## src/rtl/tlb_op_sequencer.sv

```systemverilog
// -----------------------------------------------------------------------------
// tlb_op_sequencer
// Runs the CP0 TLB instructions (TLBR, TLBWI, TLBWR, TLBP) as multi-cycle
// operations between the execute stage and the TLB entry array. It holds off
// the pipeline through op_ready, packs and unpacks the 90-bit TLB entry, returns
// CP0 register updates and keeps the Random register counting.
//
// Ports
//   clk, rst                    clock, synchronous active-high reset
//   op_valid/op_code/op_ready   request handshake (00 TLBR, 01 TLBWI, 10 TLBWR, 11 TLBP)
//   op_done                     one-cycle completion pulse
//   index_i..pagemask_i         CP0 register values, captured when a request is accepted
//   wired_i, wired_we           CP0 Wired value and its write strobe
//   random_o                    current Random value
//   tlb_we/tlb_waddr/tlb_wdata  entry array write port
//   tlb_raddr/tlb_rdata         entry array read port (data one cycle after address)
//   index_we, index_o           Index write-back (TLBP result)
//   rd_we, entryhi_o..pagemask_o  EntryHi/EntryLo0/EntryLo1/PageMask write-back (TLBR)
// -----------------------------------------------------------------------------
module tlb_op_sequencer #(
   parameter int TLB_ENTRIES = 16,
   parameter int IDX_W       = $clog2(TLB_ENTRIES)
) (
   input  logic             clk,
   input  logic             rst,
   input  logic             op_valid,
   input  logic [1:0]       op_code,
   output logic             op_ready,
   output logic             op_done,
   input  logic [31:0]      index_i,
   input  logic [31:0]      entryhi_i,
   input  logic [31:0]      entrylo0_i,
   input  logic [31:0]      entrylo1_i,
   input  logic [31:0]      pagemask_i,
   input  logic [IDX_W-1:0] wired_i,
   input  logic             wired_we,
   output logic [IDX_W-1:0] random_o,
   output logic             tlb_we,
   output logic [IDX_W-1:0] tlb_waddr,
   output logic [89:0]      tlb_wdata,
   output logic [IDX_W-1:0] tlb_raddr,
   input  logic [89:0]      tlb_rdata,
   output logic             index_we,
   output logic [31:0]      index_o,
   output logic             rd_we,
   output logic [31:0]      entryhi_o,
   output logic [31:0]      entrylo0_o,
   output logic [31:0]      entrylo1_o,
   output logic [31:0]      pagemask_o
);

   localparam logic [IDX_W-1:0] LAST = IDX_W'(TLB_ENTRIES - 1);
   localparam logic [IDX_W-1:0] ONE  = IDX_W'(1);

   typedef enum logic [2:0] {
      S_IDLE, S_RD_ADDR, S_RD_DATA, S_WRITE, S_PROBE, S_DONE_P
   } state_t;

   state_t           state_q, state_d;
   logic [IDX_W-1:0] ptr_q, ptr_d;
   logic [IDX_W-1:0] idx_snap_q, idx_snap_d;
   logic [18:0]      vpn2_q, vpn2_d;
   logic [7:0]       asid_q, asid_d;
   logic [IDX_W-1:0] waddr_q, waddr_d;
   logic [89:0]      wdata_q, wdata_d;
   logic [IDX_W-1:0] random_q, random_d;
   logic             op_done_q, op_done_d;
   logic             tlb_we_q, tlb_we_d;
   logic             rd_we_q, rd_we_d;
   logic             index_we_q, index_we_d;
   logic [31:0]      index_q, index_d;
   logic [31:0]      eh_hold_q, eh_hold_d;
   logic [31:0]      lo0_hold_q, lo0_hold_d;
   logic [31:0]      lo1_hold_q, lo1_hold_d;
   logic [31:0]      pm_hold_q, pm_hold_d;

   logic [89:0]      enc_entry;
   logic [IDX_W-1:0] cmp_idx;
   logic             probe_hit;

   // Bits of the CP0 registers that have no home in a TLB entry.
   logic unused_bits;
   assign unused_bits = ^{index_i[31:IDX_W], entryhi_i[12:8], entrylo0_i[31:26],
                          entrylo1_i[31:26], pagemask_i[31:25], pagemask_i[12:0]};

   assign enc_entry = {entryhi_i[31:13], entryhi_i[7:0], pagemask_i[24:13],
                       entrylo0_i[0] & entrylo1_i[0],
                       entrylo0_i[25:6], entrylo0_i[5:1],
                       entrylo1_i[25:6], entrylo1_i[5:1]};

   // The probe pointer is kept at 0 whenever the FSM is idle, so entry 0 is
   // already being read in the accept cycle; PROBE then compares entry ptr-1.
   assign cmp_idx   = ptr_q - ONE;
   assign probe_hit = (tlb_rdata[89:71] == vpn2_q) &&
                      ((tlb_rdata[70:63] == asid_q) || tlb_rdata[50]);

   assign op_ready  = (state_q == S_IDLE);
   assign op_done   = op_done_q;
   assign tlb_we    = tlb_we_q;
   assign tlb_waddr = waddr_q;
   assign tlb_wdata = wdata_q;
   assign tlb_raddr = (state_q == S_RD_ADDR) ? idx_snap_q : ptr_q;
   assign index_we  = index_we_q;
   assign index_o   = index_q;
   assign rd_we     = rd_we_q;
   assign random_o  = random_q;

   // Read data only arrives in the RD_DATA cycle, so the decoded view is shown
   // directly then and held in registers afterwards.
   assign entryhi_o  = rd_we_q ? {tlb_rdata[89:71], 5'b0, tlb_rdata[70:63]} : eh_hold_q;
   assign pagemask_o = rd_we_q ? {7'b0, tlb_rdata[62:51], 13'b0} : pm_hold_q;
   assign entrylo0_o = rd_we_q ? {6'b0, tlb_rdata[49:25], tlb_rdata[50]} : lo0_hold_q;
   assign entrylo1_o = rd_we_q ? {6'b0, tlb_rdata[24:0], tlb_rdata[50]} : lo1_hold_q;

   always_comb begin
      state_d    = state_q;
      ptr_d      = ptr_q;
      idx_snap_d = idx_snap_q;
      vpn2_d     = vpn2_q;
      asid_d     = asid_q;
      waddr_d    = waddr_q;
      wdata_d    = wdata_q;
      index_d    = index_q;
      op_done_d  = 1'b0;
      tlb_we_d   = 1'b0;
      rd_we_d    = 1'b0;
      index_we_d = 1'b0;
      eh_hold_d  = entryhi_o;
      lo0_hold_d = entrylo0_o;
      lo1_hold_d = entrylo1_o;
      pm_hold_d  = pagemask_o;

      // Random counts down to Wired and reloads; a Wired write restarts it.
      if (wired_we || (random_q == wired_i) || (wired_i >= LAST))
         random_d = LAST;
      else
         random_d = random_q - ONE;

      case (state_q)
         S_IDLE: begin
            if (op_valid) begin
               idx_snap_d = index_i[IDX_W-1:0];
               vpn2_d     = entryhi_i[31:13];
               asid_d     = entryhi_i[7:0];
               case (op_code)
                  2'b00: state_d = S_RD_ADDR;
                  2'b01, 2'b10: begin
                     state_d   = S_WRITE;
                     tlb_we_d  = 1'b1;
                     op_done_d = 1'b1;
                     waddr_d   = op_code[1] ? random_q : index_i[IDX_W-1:0];
                     wdata_d   = enc_entry;
                  end
                  default: begin
                     state_d = S_PROBE;
                     ptr_d   = ONE;
                  end
               endcase
            end
         end
         S_RD_ADDR: begin
            state_d   = S_RD_DATA;
            rd_we_d   = 1'b1;
            op_done_d = 1'b1;
         end
         S_PROBE: begin
            if (probe_hit || (cmp_idx == LAST)) begin
               state_d    = S_DONE_P;
               ptr_d      = '0;
               index_we_d = 1'b1;
               op_done_d  = 1'b1;
               index_d    = probe_hit ? {{(32-IDX_W){1'b0}}, cmp_idx} : 32'h8000_0000;
            end else begin
               ptr_d = ptr_q + ONE;
            end
         end
         default: state_d = S_IDLE;  // RD_DATA, WRITE, DONE_P
      endcase
   end

   always_ff @(posedge clk) begin
      if (rst) begin
         state_q    <= S_IDLE;
         ptr_q      <= '0;
         idx_snap_q <= '0;
         vpn2_q     <= '0;
         asid_q     <= '0;
         waddr_q    <= '0;
         wdata_q    <= '0;
         random_q   <= LAST;
         op_done_q  <= 1'b0;
         tlb_we_q   <= 1'b0;
         rd_we_q    <= 1'b0;
         index_we_q <= 1'b0;
         index_q    <= '0;
         eh_hold_q  <= '0;
         lo0_hold_q <= '0;
         lo1_hold_q <= '0;
         pm_hold_q  <= '0;
      end else begin
         state_q    <= state_d;
         ptr_q      <= ptr_d;
         idx_snap_q <= idx_snap_d;
         vpn2_q     <= vpn2_d;
         asid_q     <= asid_d;
         waddr_q    <= waddr_d;
         wdata_q    <= wdata_d;
         random_q   <= random_d;
         op_done_q  <= op_done_d;
         tlb_we_q   <= tlb_we_d;
         rd_we_q    <= rd_we_d;
         index_we_q <= index_we_d;
         index_q    <= index_d;
         eh_hold_q  <= eh_hold_d;
         lo0_hold_q <= lo0_hold_d;
         lo1_hold_q <= lo1_hold_d;
         pm_hold_q  <= pm_hold_d;
      end
   end

endmodule

```

## config.mk

```make
export PLATFORM = sky130hd
export DESIGN_NAME = tlb_op_sequencer
export DESIGN_NICKNAME = d
export VERILOG_FILES = /design/src/rtl/tlb_op_sequencer.sv
export SDC_FILE = /design/constraint.sdc
export NUM_CORES = 1
export LEC_CHECK = 0
export ABC_AREA = 1
export BUFFER_PORTS_ARGS = -buffer_cell sky130_fd_sc_hd__buf_2
export CAP_MARGIN = 40
export CORE_AREA = 2 2 203 205
export CTS_CLUSTER_DIAMETER = 150
export DETAILED_ROUTE_END_ITERATION = 16
export DIE_AREA = 0 0 205 207
export PLACE_DENSITY_LB_ADDON = 0.2
export RECOVER_POWER = 100
export REMOVE_ABC_BUFFERS = 1
export SYNTH_ARGS = -nofsm -noshare
export SYNTH_HDL_FRONTEND = slang
export SYNTH_SLANG_ARGS = --single-unit
```

## constraint.sdc

```tcl
create_clock -name clk -period 1.87 [get_ports clk]
set_clock_uncertainty 0.05 [all_clocks]
set_input_delay 0.187 -clock clk [delete_from_list [all_inputs] [get_ports clk]]
set_output_delay 0.187 -clock clk [all_outputs]
set_load 0.01 [all_outputs]
```

==> results of run 1 <==
==> kinds of logic after synthesis <==
logic type | count (synthesis) | share of synthesized area [%]
flops | 273 | 51.9
other cells | 1 | 0.0356
compound gates | 248 | 11.9
simple gates | 670 | 25.0
fa+ha+maj | 4 | 0.476
buf+inv | 190 | 8.29
xor+xnor | 29 | 2.41
==> timing repair <==
| action | CTS | global route |
|---|---|---|
| gates cloned | 10 | 10 |
| endpoints found under the setup margin | 95 | 139 |
| hold buffers | 190 | 0 |
| setup buffers | 5 | 9 |
| gates resized for setup | 78 | 154 |
| pin swaps | 7 | 29 |
| endpoints found under the hold margin | 221 | 0 |
==> cell type report <==
type | instances | area (um2)
clock buffer | 41 | 905
inverter | 81 | 333
timing repair buffer | 690 | 5400
antenna | 1 | 2.50
tap | 532 | 666
timing repair inverter | 1 | 16.3
fill | 4003 | 22600
sequential | 273 | 5470
clock inverter | 15 | 206
multi-input combinational | 978 | 4770
==> worst reg2reg max path: cells and delay by family (launching register included) <==
kind | cells | cell delay [ns]
DFF | 1 | 0.34
buffers and inverters | 5 | 0.54
and+or+nand+nor | 5 | 0.60
AOI/OAI and AO/OA | 1 | 0.14
==> synth_stat cells, drive strengths merged (2+ instances only) <==
cell and count:
nand2 525, dfxtp 273, a21oi 200, nor2 80
inv 79, buf 57, clkbuf 52, o21ai 44
nor3 38, xnor2 26, nand3 23, ha 4
nand4 4, xor2 3, clkinv 2
==> power by group <==
part	internal (mW)	switching, mW	total, mW	leakage (nW)
Combinational	1.53	1.80	3.33	5.75
Clock	4.07	2.52	6.59	0.554
Sequential	6.18	0.192	6.38	2.22
Total	11.8	4.52	16.3	8.52
==> final timing paths <==
path                            from                    endpoint  slack [ns]  cells past startpoint
max                 rd_we$_SDFF_PP0_               pagemask_o[7]       -0.04                      4
min                       wired_i[2]      random_o[3]$_SDFF_PP1_        0.07                      4
max reg2reg  state_q[0]$_SDFFE_PP0P_  tlb_wdata[34]$_SDFFE_PP0P_        0.13                     11
min reg2reg  pm_hold_q[0]$_SDFF_PP0_     pm_hold_q[0]$_SDFF_PP0_        0.38                      2
==> state kept, by name, indices dropped and copies added (netlist names) <==
name and count:
random_o 4, idx_snap_q 4, index_we 1, vpn2_q 19, tlb_wdata 90, lo1_hold_q 32, index_o 5, tlb_waddr 4
rd_we 1, op_done 1, asid_q 8, lo0_hold_q 32, state_q 3, ptr_q 4, tlb_we 1, eh_hold_q 32
pm_hold_q 32
==> through the flow <==
| stage | instance area, um2 | cells | total power [mW] | setup WS [ns] |
|---|---|---|---|---|
| after detailed placement | 13300 | 2331 | 8.91 | 0.0548 |
| after global routing | 17800 | 2612 | 17.0 | -0.119 |
| final | 17800 | 2612 | 16.3 | -0.0438 |
| after global placement | 13300 | 2331 | 8.89 | 0.0543 |
| after CTS | 16900 | 2592 | 16.2 | -0.0810 |
| after floorplan | 10100 | 1332 | 7.64 | -3.24 |
==> layout by cell type (no fill, tap or decap), types with 2 or more instances in the layout <==
master,instances
nor2_4,6
dlygate4sd3_1,190
xor2_1,3
buf_6,38
nand3_1,22
dfxtp_1,271
buf_16,13
inv_1,75
clkinv_2,8
clkbuf_8,7
inv_2,4
o21ai_1,16
a21oi_1,200
conb_1,27
clkbuf_16,41
nand2_2,89
buf_4,35
nor2_2,11
bufinv_16,5
clkbuf_1,2
ha_1,4
nand4_1,4
buf_2,393
nand2_1,408
nor3_1,38
xnor2_1,25
nand2_4,28
nor2_1,63
o21ai_0,28
buf_12,11
==> layer usage <==
layer  vias to the layer above  wire length, um  global-route usage [%]
li1                       5721                -                       -
met1                      5085            18000                    21.6
met2                       381            19500                    31.3
met3                        52             3100                    4.69
met4                         0              860                    4.39
met5                         -                0                       0
==> metrics.csv, run 1 <==
stage;metric;value;unit
outcome;status;finished with violations;
outcome;violated checks;negative setup slack;
setup_path;crit end category;output pin;
setup_path;crit-path max FO;15;
grt;pin count of the biggest net entering global routing;55;
setup_path;Slowest cell on crit path;dfxtp_4;
place;IO buf count;434;
grt;first-pass GRT wire length;59800;um
power;Leakage;8.52;nW
routing;vias per inst;4.30;
routing;final antenna-violating net count;0;
grt;initial antenna violation count;1;
die;die extent in y;207;um
synth;share of the synthesized area in the top cell type;51.9;%
clocking;Clk Latency, worst-skew pair;0.56;ns
setup_path;crit path buf inv count;3;
timing;RSZ-0062 raised after global routing;yes;
die;width of the die;205;um
die;Core ar.;0.0404;mm2
die;row count;74;
clocking;Worst-path clk slew;0.07;ns
synth;EDFF count, synth;0;
clocking;clk sinks;273;
setup_path;max incr delay on CP;0.36;ns
timing;Fin. Hold Viols;0;
setup_path;crit path launch type;register;
hold_path;Min-Delay Path Class;in -> reg;
synth;Post-Syn Instances;1415;
synth;top_reg_cell synth;dfxtp_1;
grt;vias in the first global route;10800;
setup_path;kind of cell adding the most delay to the critical path;buffers and inverters;
place;GP Congestion;0.769;
synth;sequential area share after synthesis;51.9;%
layout;utilization after layout;44.0;%
layout;share of post-route cells with drive strength above 1;33.6;%
setup_path;CP arrival;1.68;ns
timing;final slew viol count;0;
power;pwr/cell area;917;mW/mm2
grt;GRT Total Usage;17.9;%
timing;Worst Slack Setup Final;-0.0438;ns
die;IO Pins;527;
synth;mean post-synth cell area;7.44;um2
die;DIE AREA;0.0424;mm2
clocking;Root Driver;clkbuf_16;
place;hpwl dp;25700;um
layout;Net count, final;2320;
routing;Final Routed Wirelength;41500;um
setup_path;crit path kind;reg -> out;
clocking;CTS H-tree depth;1;
setup_path;crit-path cells;buf_4, bufbuf_16, nor2_1, buf_2;
timing;fin crit period;1.91;ns
routing;routed vias;11200;
routing;wire per inst;15.9;um
power;Worst IR Drop VDD;0.963;mV
flow_run;Max Cap Viol;0;
timing;WHS;0.0668;ns
timing;max frequency;523;MHz
synth;synthesis-stage register bit count;273;
synth;ys async rst share;0;%
routing;Post-route DRC;0;
synth;Synth cell types;28;
timing;fin crit share;102;%
grt;grt total ovfl;0;
routing;DR iter-0 viols;504;
synth;Yosys top cell by area;dfxtp_1;
synth;Yosys Warn Count;0;
die;Starting Density;26.1;%
clocking;cts bufs inserted;31;
routing;1st-pass router iterations;5;
synth;Synth area leaders;dfxtp_1 52%, nand2_1 19%, a21oi_1 9.5%;
timing;Final setup viols;47;
clocking;CTS tree;done;
layout;area grow syn2layout;68.8;%
setup_path;Worst Path Required;1.63;ns
clocking;clk buf depth;3;
synth;Synth Cell Area;0.0105;mm2
timing;Fin Setup TNS;-0.775;ns
(Power assumes the default switching activity.)
==> run 2, diff against run 1 <==
- ABC_AREA: 1 -> unset
- CTS_CLUSTER_DIAMETER: 150 -> 80
- SKIP_LAST_GASP: unset -> 1
==> run 2 against run 1 <==
  * The flow still finishes with violations (negative setup slack)
  * Critical path type unchanged
  * Via count fell by 11%
  * Worst hold slack got worse by 0.022 ns
  * First-iteration DRC count fell by 17%
  * Synthesized cell count fell by 20%
  * Area after synthesis barely moved
  * Total power fell by 6.9%
  * Count of clock-buffer cells in the layout rose by 14
  * Clock power fell by 1%
  * Register-to-register slack got worse by 0.17 ns
  * Die area did not move
  * Worst setup slack got worse by 0.069 ns
  * Highest routed layer is now met5
==> metrics.csv, run 2 <==
stage;metric;value;unit;change
setup_path;crit-path max FO;8;;was 15
setup_path;FF-to-FF Start;asid_q[1]$_SDFFE_PP0P_;;was state_q[0]$_SDFFE_PP0P_
routing;Final Routed Wirelength;37800;um;was 41,500 um
grt;grt total ovfl;0;;unchanged
synth;share of the synthesized area in the top cell type;52.0;%;was 51.9%
setup_path;CP arrival;1.75;ns;was 1.68 ns
timing;RSZ-0062 raised after global routing;yes;;unchanged
hold_path;Min-Delay Path Class;in -> reg;;unchanged
timing;slew of the pin with the lowest slew margin;0.584;ns;
timing;Worst Slack Setup Final;-0.113;ns;was -0.0438 ns
synth;Synth Cell Area;0.0105;mm2;about the same
timing;max frequency;504;MHz;was 523 MHz
clocking;Worst-path clk slew;0.06;ns;was 0.07 ns
power;switching share of total power;25.6;%;was 27.7%
hold_path;Hold Crit Depth;2;;was 4
clocking;CTS H-tree depth;2;;was 1
layout;Net count, final;2041;;was 2,320
synth;Yosys top cell by area;dfxtp_1;;unchanged
setup_path;RR Endpoint;index_o[1]$_SDFFE_PP0P_;;was tlb_wdata[34]$_SDFFE_PP0P_
timing;WHS;0.0446;ns;was 0.0668 ns
layout;max reg flops;90;;unchanged
place;IO buf count;434;;unchanged
power;pwr/cell area;850;mW/mm2;was 917 mW/mm2
power;combinational power share;16.2;%;was 20.5%
timing;Fin Setup TNS;-6.83;ns;was -0.775 ns
routing;routed vias;9949;;was 11,200
layout;final instance count without filler cells;2333;;was 2,612
outcome;violated checks;negative setup slack;;unchanged
clocking;Root Driver;clkbuf_16;;unchanged
timing;fin crit share;106;%;was 102%
place;placed cell count;2054;;was 2,331
layout;fin area;0.0179;mm2;was 0.0178 mm2
power;Clock power frac;43.0;%;was 40.4%
setup_path;kind of cell adding the most delay to the critical path;buffers and inverters;;unchanged
synth;Post-Syn Instances;1136;;was 1,415
synth;EDFF count, synth;0;;unchanged
setup_path;crit path launch type;register;;unchanged
synth;synth cell count leaders;273 x dfxtp_1, 254 x nand2_1, 166 x nor2b_1;;was 522 x nand2_1, 273 x dfxtp_1, 200 x a21oi_1
place;hpwl dp;23600;um;was 25,700 um
grt;vias in the first global route;9865;;was 10,800
clocking;Clk Latency, worst-skew pair;0.53;ns;was 0.56 ns
synth;sequential area share after synthesis;52.0;%;was 51.9%
timing;Fin. Hold Viols;0;;unchanged
flow_run;Max Cap Viol;0;;unchanged
die;die extent in y;207;um;unchanged
timing;Final setup viols;105;;was 47
power;part of the power in registers;40.9;%;was 39.1%
layout;most common cell after layout, fill and taps aside;buf_2;;was nand2_1
grt;GRT Total Usage;16.3;%;was 17.9%
synth;mean post-synth cell area;9.26;um2;was 7.44 um2
timing;fin crit period;1.98;ns;was 1.91 ns
routing;1st-pass router iterations;4;;was 5
setup_path;Slowest cell on crit path;dfxtp_4;;unchanged
layout;share of post-route cells with drive strength above 1;38.1;%;was 33.6%
power;Leakage;7.93;nW;was 8.52 nW
synth;most frequent cell after synthesis;dfxtp_1;;was nand2_1
place;post-placement cell area;0.0133;mm2;about the same
grt;first-pass GRT wire length;54600;um;was 59,800 um
setup_path;Worst Path Required;1.63;ns;about the same
setup_path;FF-to-FF setup slack;-0.04;ns;was 0.13 ns
grt;pin count of the biggest net entering global routing;77;;was 55
hold_path;Min-Delay Endpoint;lo1_hold_q[20]$_SDFF_PP0_;;was random_o[3]$_SDFF_PP1_
routing;final antenna-violating net count;0;;unchanged
clocking;cts bufs inserted;35;;was 31
setup_path;crit-path cells;buf_12, clkbuf_16, mux2_2, buf_2;;was buf_4, bufbuf_16, nor2_1, buf_2
layout;area grow syn2layout;69.8;%;was 68.8%
power;internal power;11.3;mW;was 11.8 mW
timing;Max-slew headroom;60.8;%;
setup_path;reg2reg path depth;6;;was 11
synth;top_reg_cell synth;dfxtp_1;;unchanged
routing;Post-route DRC;0;;unchanged
layout;most frequent cells in the layout;348 x buf_2, 268 x dfxtp_1, 248 x nand2_1, 185 x dlygate4sd3_1, 146 x nor2b_1;;was 408 x nand2_1, 393 x buf_2, 271 x dfxtp_1, 200 x a21oi_1, 190 x dlygate4sd3_1
die;Core ar.;0.0404;mm2;unchanged
die;row count;74;;unchanged
routing;DR iter-0 viols;418;;was 504
synth;Synth area leaders;dfxtp_1 52%, nor2b_1 9.9%, mux2_2 9.6%;;was dfxtp_1 52%, nand2_1 19%, a21oi_1 9.5%
synth;synthesis-stage register bit count;273;;unchanged
die;DIE AREA;0.0424;mm2;unchanged
die;width of the die;205;um;unchanged
routing;wire per inst;16.2;um;was 15.9 um
outcome;status;finished with violations;;unchanged
setup_path;crit end category;output pin;;unchanged
timing;final slew viol count;0;;unchanged
synth;ys async rst share;0;%;unchanged
synth;Yosys Warn Count;0;;unchanged
routing;vias per inst;4.26;;was 4.30
die;IO Pins;527;;unchanged
setup_path;crit path buf inv count;3;;unchanged
clocking;CTS tree;done;;unchanged
clocking;clk buf depth;3;;unchanged
die;Starting Density;26.0;%;was 26.1%
place;GP Congestion;0.763;;was 0.769
hold_path;hold wc startpoint;rst;;was wired_i[2]
power;Worst IR Drop VDD;0.494;mV;was 0.963 mV
setup_path;max incr delay on CP;0.39;ns;was 0.36 ns
synth;Synth cell types;41;;was 28
grt;initial antenna violation count;3;;was 1
clocking;clk sinks;273;;unchanged
power;Power, Total;15.2;mW;was 16.3 mW
power;switching power;3.88;mW;was 4.52 mW
setup_path;crit path kind;reg -> out;;unchanged
run 2: cell count changes after synthesis, sizes merged, moves of 5 or more:
cell,previous run,this run
nand3,23,4
nor2,80,14
xor2,3,13
a211oi,0,5
clkbuf,52,44
nor4,0,5
o21ai,44,10
nor3,38,5
nand2,525,254
inv,79,7
a21oi,200,131
mux2,0,90
nor2b,0,166
run 2: power groups by stage:
stage          Sequential [mW]  Combinational, mW  Clock (mW)
3_3_place_gp              6.31               1.77           0
3_5_place_dp              6.32               1.78           0
5_1_grt                   6.23               2.67        6.98
4_1_cts                   6.19               2.17        6.75
6_report                  6.20               2.45        6.52
2_1_floorplan             6.40              0.763           0
run 2: final cells by class:
type | count | area [um2]
tap | 532 | 666
antenna | 2 | 5.00
clock buffer | 55 | 1040
sequential | 273 | 5470
timing repair buffer | 678 | 5450
inverter | 7 | 26.3
fill | 3951 | 22500
multi-input combinational | 782 | 5140
clock inverter | 4 | 52.6
run 2: metal layers:
layer	global-route usage (%)	wire [um]
met1	18.8	15700
met2	28.7	18800
met3	3.81	2110
met4	6.72	1180
met5	0	13
run 2: how the worst max path moves through the flow:
stage / from / endpoint / depth (start not counted)
3_3_place_gp: vpn2_q[12]$_SDFFE_PP0P_ / index_o[3]$_SDFFE_PP0P_ / 6
3_5_place_dp: vpn2_q[12]$_SDFFE_PP0P_ / state_q[0]$_SDFFE_PP0P_ / 6
5_1_grt: rd_we$_SDFF_PP0_ / pagemask_o[16] / 4
6_report: rd_we$_SDFF_PP0_ / pagemask_o[16] / 4
4_1_cts: rd_we$_SDFF_PP0_ / pagemask_o[23] / 4
2_1_floorplan: rd_we$_SDFF_PP0_ / lo0_hold_q[0]$_SDFF_PP0_ / 2
run 2: kinds of logic (layout without fill, tap and decap cells):
kind of cell | after synthesis | count (layout) | synth area share, %
other | 1 | 29 | 0.0357
buffers and inverters | 108 | 744 | 5.25
DFF | 273 | 273 | 52.0
adders and majority gates | 4 | 4 | 0.476
muxes | 94 | 94 | 10.0
and+or+nand+nor | 468 | 468 | 21.7
AOI/OAI and AO/OA | 152 | 153 | 7.57
xor gates and xnor gates | 36 | 36 | 3.00
run 2: per-stage QoR:
stage          utilization [%]  setup slack [ns]
6_report                  44.2            -0.113
5_1_grt                   44.2            -0.181
4_1_cts                   41.0            -0.162
3_5_place_dp              32.9            -0.175
3_3_place_gp              32.9            -0.161
2_1_floorplan                -             -2.28
run 2: timing repair:
action	CTS	global route
hold endpoints to repair	218	0
buffers inserted	14	6
hold buffers	185	0
gates resized for setup	37	233
gates cloned	2	12
pin swaps	15	5
endpoints found under the setup margin	109	162
==> run 3, diff against run 2 <==
- CORE_AREA: 2 2 203 205 -> 8 8 198 200
- DIE_AREA: 0 0 205 207 -> 0 0 206 208
==> run 3 against run 2 <==
  * The flow still finishes with violations (negative setup slack)
  * Sequential share of layout area grew 2.5 points
  * Count of clock-buffer cells in the layout shrank 5
  * Critical path depth is the same
  * Flip-flop and latch count is the same
  * Clock power shrank 3.8%
  * Utilization grew 1.5 points
  * First-iteration DRC count shrank 18%
  * Total power shrank 3.5%
  * Worst setup slack gained 0.032 ns
  * Critical endpoint is now entrylo0_o[20]
  * Largest cell class unchanged
==> metrics.csv, run 3 (synthesis results as in run 2) <==
stage;metric;value;unit;change
setup_path;kind of cell adding the most delay to the critical path;buffers and inverters;;unchanged
grt;first-pass GRT wire length;56600;um;was 54,600 um
clocking;Worst-path clk slew;0.05;ns;was 0.06 ns
hold_path;Min-Delay Endpoint;eh_hold_q[26]$_SDFF_PP0_;;was lo1_hold_q[20]$_SDFF_PP0_
setup_path;FF-to-FF setup slack;-0.03;ns;was -0.04 ns
layout;most common cell after layout, fill and taps aside;buf_2;;unchanged
hold_path;Hold Crit Depth;3;;was 2
clocking;clk buf depth;3;;unchanged
layout;most frequent cells in the layout;300 x buf_2, 265 x dfxtp_1, 249 x nand2_1, 162 x dlygate4sd3_1, 160 x nor2b_1;;was 348 x buf_2, 268 x dfxtp_1, 248 x nand2_1, 185 x dlygate4sd3_1, 146 x nor2b_1
clocking;Clk Latency, worst-skew pair;0.50;ns;was 0.53 ns
setup_path;crit end category;output pin;;unchanged
timing;WHS;0.0248;ns;was 0.0446 ns
grt;GRT Total Usage;16.3;%;about the same
timing;RSZ-0062 raised after global routing;yes;;unchanged
power;Worst IR Drop VDD;0.679;mV;was 0.494 mV
timing;fin crit period;1.95;ns;was 1.98 ns
clocking;CTS tree;done;;unchanged
layout;max reg flops;90;;unchanged
place;IO buf count;434;;unchanged
timing;max frequency;512;MHz;was 504 MHz
outcome;status;finished with violations;;unchanged
setup_path;crit path launch type;register;;unchanged
die;IO Pins;527;;unchanged
grt;initial antenna violation count;5;;was 3
die;DIE AREA;0.0428;mm2;was 0.0424 mm2
setup_path;crit path kind;reg -> out;;unchanged
routing;routed vias;9808;;was 9,949
power;Leakage;7.24;nW;was 7.93 nW
clocking;cts bufs inserted;35;;unchanged
layout;fin area;0.0165;mm2;was 0.0179 mm2
hold_path;Min-Delay Path Class;in -> reg;;unchanged
routing;DR iter-0 viols;341;;was 418
place;post-placement cell area;0.0133;mm2;about the same
timing;Fin. Hold Viols;0;;unchanged
flow_run;Max Cap Viol;0;;unchanged
setup_path;crit path buf inv count;3;;unchanged
timing;final slew viol count;0;;unchanged
routing;wire per inst;16.6;um;was 16.2 um
outcome;violated checks;negative setup slack;;unchanged
setup_path;max incr delay on CP;0.37;ns;was 0.39 ns
layout;share of post-route cells with drive strength above 1;31.1;%;was 38.1%
die;Starting Density;29.1;%;was 26.0%
setup_path;Worst Path Required;1.63;ns;about the same
hold_path;hold wc startpoint;tlb_rdata[84];;was rst
clocking;clk sinks;273;;unchanged
setup_path;CP arrival;1.71;ns;was 1.75 ns
die;width of the die;206;um;was 205 um
layout;Net count, final;2016;;was 2,041
grt;grt total ovfl;0;;unchanged
power;pwr/cell area;887;mW/mm2;was 850 mW/mm2
die;die extent in y;208;um;was 207 um
routing;Post-route DRC;0;;unchanged
grt;pin count of the biggest net entering global routing;79;;was 77
setup_path;reg2reg path depth;7;;was 6
setup_path;crit-path max FO;8;;unchanged
layout;area grow syn2layout;57.0;%;was 69.8%
routing;final antenna-violating net count;0;;unchanged
layout;fill cell count;3583;;was 3,951
layout;utilization after layout;45.7;%;was 44.2%
clocking;CTS H-tree depth;2;;unchanged
grt;vias in the first global route;10200;;was 9,865
clocking;Root Driver;clkbuf_16;;unchanged
timing;Final setup viols;87;;was 105
setup_path;FF-to-FF Start;vpn2_q[12]$_SDFFE_PP0P_;;was asid_q[1]$_SDFFE_PP0P_
die;Core ar.;0.0361;mm2;was 0.0404 mm2
timing;Worst Slack Setup Final;-0.0816;ns;was -0.113 ns
setup_path;crit-path cells;buf_12, clkbuf_16, mux2_2, buf_6;;was buf_12, clkbuf_16, mux2_2, buf_2
die;row count;70;;was 74
place;hpwl dp;25900;um;was 23,600 um
setup_path;RR Endpoint;index_o[1]$_SDFFE_PP0P_;;unchanged
routing;vias per inst;4.36;;was 4.26
routing;Final Routed Wirelength;37200;um;was 37,800 um
setup_path;Slowest cell on crit path;dfxtp_4;;unchanged
routing;1st-pass router iterations;4;;unchanged
place;GP Congestion;0.775;;was 0.763
timing;fin crit share;104;%;was 106%
-- run 3: changes by cell type in the layout (fill, tap and decap cells not counted), moves of 14 or more --
cell	before	now
clkbuf_1	13	119
buf_6	94	35
mux2_4	67	8
buf_2	348	300
mux2_2	23	66
dlygate4sd3_1	185	162
mux2_1	0	16
nor2b_1	146	160
-- run 3: per-layer routing --
metal | vias to the layer above | part of all wire, % | GRT usage (%)
met5 | - | 0.027 | 0
met4 | 2 | 3.0 | 6.02
met3 | 77 | 6.2 | 3.82
met2 | 274 | 51 | 29.0
met1 | 4583 | 40 | 18.7
li1 | 4872 | - | -
-- run 3: cell type report --
type	instances	area, um2	share of cell area [%]
clock buffer	50	1000	6.09
clock inverter	11	71.3	0.432
inverter	7	26.3	0.159
sequential	273	5480	33.2
antenna	4	10.0	0.0606
timing repair buffer	653	4490	27.2
multi-input combinational	782	4840	29.3
tap	468	586	3.55
-- run 3: worst register-to-register path, cell delays in order, from the launching register on --
cell,delay (ns)
dfxtp_1,0.36
xnor2_2,0.13
nand4_1,0.19
nor4_4,0.32
buf_6,0.17
nand3_4,0.10
or3_4,0.41
a21oi_2,0.12
-- run 3: power by group --
group | leakage, nW | switching [mW] | internal (mW)
Clock | 0.532 | 2.52 | 3.75
Sequential | 2.22 | 0.129 | 6.08
Combinational | 4.49 | 1.13 | 1.04
Total | 7.24 | 3.77 | 10.9
-- run 3: through the flow --
stage               power [mW]  instances  worst slack (ns)  setup TNS, ns
floorplan                 7.16       1061             -2.28        -628.17
global placement          8.11       2003            -0.189          -1.64
detailed placement        8.14       2003            -0.164          -1.42
CTS                       14.8       2238           -0.0981          -6.60
global route              15.3       2248            -0.148         -12.31
finish                    14.6       2248           -0.0816          -3.43
-- run 3: worst max-delay path by stage --
stage / start / end / slack (ns) / depth (start not counted)
floorplan: rd_we$_SDFF_PP0_ / lo0_hold_q[0]$_SDFF_PP0_ / -2.28 / 2
global placement: vpn2_q[6]$_SDFFE_PP0P_ / index_o[3]$_SDFFE_PP0P_ / -0.19 / 6
detailed placement: tlb_rdata[80] / op_done$_SDFF_PP0_ / -0.16 / 7
CTS: rd_we$_SDFF_PP0_ / entrylo1_o[14] / -0.1 / 4
global route: vpn2_q[9]$_SDFFE_PP0P_ / index_o[1]$_SDFFE_PP0P_ / -0.15 / 7
finish: rd_we$_SDFF_PP0_ / entrylo0_o[20] / -0.08 / 4
-- run 3: what timing repair did --
action                     4_1_cts  5_1_grt
resized for setup               32      111
cloned                           1        3
pin swaps                       10       21
setup endpoints to repair      128      142
hold endpoints to repair       194        0
setup buffers                   12        3
hold buffers                   162        0
